`src/rtl/rstn_release_sequencer.sv`:
```
// Reset release sequencer: drives the RN pins of NUM_DOM reset domains.
// Chip RN low clears every domain at once; on RN release the deassertion is
// synchronized and the domains are released one by one in index order, with
// a gap of DLY+1 cycles ahead of each release.
// Optional feature macro: RSTSEQ_SOFT_EN (soft reset via SOFT_REQ/SOFT_ACK
// 4-phase handshake). Without it, RUN is terminal until RN goes low.
module rstn_release_sequencer #(
   parameter int unsigned NUM_DOM     = 4,
   parameter int unsigned SYNC_STAGES = 2,
   parameter int unsigned DLY_W       = 4
) (
   input  logic               CLK,
   input  logic               RN,
   input  logic [DLY_W-1:0]   DLY,
`ifdef RSTSEQ_SOFT_EN
   input  logic               SOFT_REQ,
   output logic               SOFT_ACK,
`endif
   output logic [NUM_DOM-1:0] RN_OUT,
   output logic               BUSY,
   output logic               DONE
);

   localparam int unsigned IDX_W = (NUM_DOM > 1) ? $clog2(NUM_DOM) : 1;
   // The final synchronizer stage is the FSM state register itself, so the
   // RST->GAP move lands on edge SYNC_STAGES after RN rises.
   localparam int unsigned PRE_W = SYNC_STAGES - 1;

   typedef enum logic [1:0] {StRst, StGap, StRun, StSoft} state_t;

   state_t              state_q, state_d;
   logic [IDX_W-1:0]    idx_q, idx_d;
   logic [DLY_W-1:0]    cnt_q, cnt_d;
   logic [DLY_W-1:0]    dly_q, dly_d;
   logic [NUM_DOM-1:0]  rn_out_q, rn_out_d;
   logic                busy_q, busy_d;
   logic                done_q, done_d;
   logic [PRE_W-1:0]    sync_q;
   logic                sync_go;
`ifdef RSTSEQ_SOFT_EN
   logic                ack_q, ack_d;
`endif

   // Deassertion synchronizer: cleared by RN, shifts in ones.
   always_ff @(posedge CLK or negedge RN) begin
      if (!RN) begin
         sync_q <= '0;
      end else begin
         sync_q[0] <= 1'b1;
         for (int i = 1; i < int'(PRE_W); i++) begin
            sync_q[i] <= sync_q[i-1];
         end
      end
   end

   assign sync_go = sync_q[PRE_W-1];

   // State and registered outputs.
   always_ff @(posedge CLK or negedge RN) begin
      if (!RN) begin
         state_q  <= StRst;
         idx_q    <= '0;
         cnt_q    <= '0;
         dly_q    <= '0;
         rn_out_q <= '0;
         busy_q   <= 1'b0;
         done_q   <= 1'b0;
`ifdef RSTSEQ_SOFT_EN
         ack_q    <= 1'b0;
`endif
      end else begin
         state_q  <= state_d;
         idx_q    <= idx_d;
         cnt_q    <= cnt_d;
         dly_q    <= dly_d;
         rn_out_q <= rn_out_d;
         busy_q   <= busy_d;
         done_q   <= done_d;
`ifdef RSTSEQ_SOFT_EN
         ack_q    <= ack_d;
`endif
      end
   end

   // Next-state and next-output logic.
   always_comb begin
      state_d  = state_q;
      idx_d    = idx_q;
      cnt_d    = cnt_q;
      dly_d    = dly_q;
      rn_out_d = rn_out_q;
      busy_d   = busy_q;
      done_d   = done_q;
`ifdef RSTSEQ_SOFT_EN
      ack_d    = ack_q;
`endif
      unique case (state_q)
         StRst: begin
            if (sync_go) begin
               state_d = StGap;
               dly_d   = DLY;
               cnt_d   = DLY;
               idx_d   = '0;
               busy_d  = 1'b1;
            end
         end
         StGap: begin
            if (cnt_q != '0) begin
               cnt_d = cnt_q - DLY_W'(1);
            end else begin
               rn_out_d[idx_q] = 1'b1;
               if (idx_q == IDX_W'(NUM_DOM - 1)) begin
                  state_d = StRun;
                  busy_d  = 1'b0;
                  done_d  = 1'b1;
               end else begin
                  idx_d = idx_q + IDX_W'(1);
                  cnt_d = dly_q;
               end
            end
         end
         StRun: begin
`ifdef RSTSEQ_SOFT_EN
            if (SOFT_REQ) begin
               state_d  = StSoft;
               rn_out_d = '0;
               busy_d   = 1'b1;
               done_d   = 1'b0;
               ack_d    = 1'b1;
            end
`endif
         end
         StSoft: begin
`ifdef RSTSEQ_SOFT_EN
            // Request dropped: restart release without re-running the synchronizer.
            if (!SOFT_REQ) begin
               state_d = StGap;
               ack_d   = 1'b0;
               dly_d   = DLY;
               cnt_d   = DLY;
               idx_d   = '0;
            end
`else
            state_d = StRst;
`endif
         end
         default: state_d = StRst;
      endcase
   end

   assign RN_OUT = rn_out_q;
   assign BUSY   = busy_q;
   assign DONE   = done_q;
`ifdef RSTSEQ_SOFT_EN
   assign SOFT_ACK = ack_q;
`endif

endmodule

```
`config.mk`:
```
export PLATFORM = sky130hd
export DESIGN_NAME = rstn_release_sequencer
export DESIGN_NICKNAME = d
export VERILOG_FILES = /design/src/rtl/rstn_release_sequencer.sv
export SDC_FILE = /design/constraint.sdc
export NUM_CORES = 1
export LEC_CHECK = 0
export ABC_CLOCK_PERIOD_IN_PS = 2600
export CAP_MARGIN = 10
export CORE_UTILIZATION = 37
export DETAILED_ROUTE_END_ITERATION = 12
export MAX_ROUTING_LAYER = met4
export PLACE_DENSITY_LB_ADDON = 0.15
export SYNTH_ARGS = -nofsm -noshare
export SYNTH_HDL_FRONTEND = slang
export SYNTH_SLANG_ARGS = --single-unit
```
`constraint.sdc`:
```
create_clock -name CLK -period 2.6 [get_ports CLK]
set_clock_uncertainty 0.2 [all_clocks]
set_input_delay 0.39 -clock CLK [delete_from_list [all_inputs] [get_ports CLK]]
set_output_delay 0.39 -clock CLK [all_outputs]
set_load 0.02 [all_outputs]
```
==> metrics.txt <==
status finished, final reports clean; DRT Wirelength 1710 um; commonest non-fill, non-tap cell in the layout dfrtp_1; Area contributors post-synth dfrtp_1 50%, ha_1 6.5%, mux2_1 4.7%, a21oi_1 2.6%, nor3_1 2.6%; post-synth net total 99; area leader, netlist dfrtp_1; total track usage 0.154; Critical Path Sink Type register; vias in the first global route 660; share of Yosys cell area claimed by the top area cell type 0.495; Diodes inserted 0; Post-CTS Setup Inserts 0; pins over their slew limit 0; pin count of the biggest net entering global routing 20; Post-Place Cells 127; cells after synthesis 88; final-report hold violation count 0; total of max-cap violations 0; Post-CTS Hold Buffers 0; CTS clk-pin slew, worst paths 0.11 ns; NumNets Final 113; Final min period 2.15 ns; share of post-route cells with drive strength above 1 0.0891; Core Region 2450 um2; max incr delay on CP 0.55 ns; Async S/R FF share, synth 1.00; fin cells 131; Compound-Gate Fraction of Synth Area 0.210; Static Leak 0.482 nW; PwrDens 1110 nW/um2; R2R cell count 6; gp weighted congestion 0.824; final setup TNS 0 ns; register area share after synthesis 0.495; total global routing overflow 0; Hold Path Class input pin to asynchronous set/reset pin; die width 52.9 um; CTS Sinks 19; # fillers 243; Worst Path Required 2.62 ns; Synth Cell Area 960 um2; peak supply drop 0.483 mV; Top FF cell, synth dfrtp_1; initial antenna violation count 0; Worst-Skew Late Latency 0.29 ns; Root Buffer clkbuf_4; drt first-iter violations 15; CTS Buffer Depth 2; Worst Path Arrival 2.16 ns; YS warnings 0; critical path class register to register; Die Area 2800 um2; syn avg cell area 10.9 um2; Setup Viol. Count Final 0; Starting Density 0.391; Setup crit start kind register; vias 680; Post-CTS Resized 0; part of the cycle the worst path needs 0.826; DIE HEIGHT 52.9 um; # rows 18; Pwr Total 0.00124 W; maximum fanout along the worst path 9; DR vias/cell 5.19; main combinational cell family by area after synthesis compound AO/OA/AOI/OAI gates; Ports 12; Pre-antenna DRT Iters 4; CTS tree done; most frequent cells in the layout 19 x dfrtp_1, 11 x clkdlybuf4s50_1; Yosys reg bits 19; routed len/inst 13.1 um; simple-gate share of the synthesized area 0.134; Remaining DRCs 0; Area Growth Syn to Fin 16.8%; fmax 466 MHz; Adder-Cell Fraction of Synth Area 0.0652; Slowest cell on crit path or3b_1; mux contribution to synthesized area 0.0469; RSZ-0062 raised after global routing false; post-DP HPWL 1260 um; worst path cell trace inv_1 > ha_1 > or3b_1 > o21bai_4 > a21oi_1 > a22oi_1; DRT antenna net count 0; CTS H-tree depth 1; Post-synth EDFFs 0; first-pass GRT wire length 2970 um; total CTS buffers 3; Synth Area in XOR/XNOR 0; Yosys cell types 35; I/O Buffers 11
==> registers in the layout, summed over array words and instances (netlist names) <==
register,count
BUSY,1
DONE,1
idx_q,2
cnt_q,4
sync_go,1
dly_q,4
RN_OUT,4
state_q,2
==> power by group <==
part	internal [W]	switching (W)	total, W
combinational	0.000278	0.000286	0.000564
sequential	0.000418	0.000108	0.000525
clock	0.0000596	0.0000915	0.000151
total	0.000756	0.000485	0.00124
==> routing by layer <==
metal | GRT usage | part of all wire | wire length (um) | vias to the layer above
met2 | 0.243 | 0.47 | 803 | 14
met4 | 0.0789 | 0.011 | 18 | 0
li1 | - | - | - | 339
met5 | - | 0 | 0 | -
met1 | 0.189 | 0.48 | 818 | 325
met3 | 0.0259 | 0.041 | 71 | 2
==> cell usage after synthesis (3+ instances only) <==
master and n:
inv_1 5, dfrtp_1 19, nand2_1 4, ha_1 5
nor2_1 4, a21o_1 3, nor3_1 5, mux2_1 4
o21ai_1 4, a21oi_1 5
==> cells by family (layout without fill, tap and decap cells) <==
family	Yosys count	count (layout)
AO/OA/AOI/OAI	27	27
adder cells (fa/ha/maj)	5	5
buffers and inverters	9	22
flip-flops	19	19
multiplexers	4	4
other	1	1
AND/OR/NAND/NOR	23	23
==> metrics by stage <==
stage                     utilization  instance area, um2  setup slack (ns)  hold WS [ns]
after CTS                       0.457                1120             0.460         0.218
after global routing            0.457                1120             0.284         0.250
after global placement          0.446                1090             0.544         0.238
final                           0.457                1120             0.452         0.213
after detailed placement        0.446                1090             0.488         0.246
after floorplan                     -                 960             0.697        -0.106
==> critical path: cells and delay by family, from the launching register on <==
kind / cells / cell delay [ns]
and+or+nand+nor: 1 / 0.55
AOI/OAI and AO/OA: 3 / 0.51
DFF: 1 / 0.44
adders and majority gates: 1 / 0.26
buffers and inverters: 1 / 0.11
==> final timing paths <==
kind | start | slack (ns) | endpoint
hold / removal | RN | 0.21 | state_q[1]$_DFFE_PN0P_
setup reg to reg | cnt_q[0]$_DFFE_PN0P_ | 0.45 | cnt_q[1]$_DFFE_PN0P_
hold reg to reg | RN_OUT[2]$_DFFE_PN0P_ | 0.27 | RN_OUT[2]$_DFFE_PN0P_
max in group asynchronous | RN | 1.79 | cnt_q[1]$_DFFE_PN0P_
min in group CLK | RN_OUT[2]$_DFFE_PN0P_ | 0.27 | RN_OUT[2]$_DFFE_PN0P_
setup / recovery | cnt_q[0]$_DFFE_PN0P_ | 0.45 | cnt_q[1]$_DFFE_PN0P_
==> cell type report <==
class / count / area (um2) / share of cell area
multi-input combinational: 60 / 442 / 0.394
sequential: 19 / 475 / 0.424
clock buffer: 4 / 26.3 / 0.0234
tap: 30 / 37.5 / 0.0335
inverter: 6 / 22.5 / 0.0201
timing repair buffer: 12 / 118 / 0.105
No activity file was read; power rests on OpenSTA's default activity.
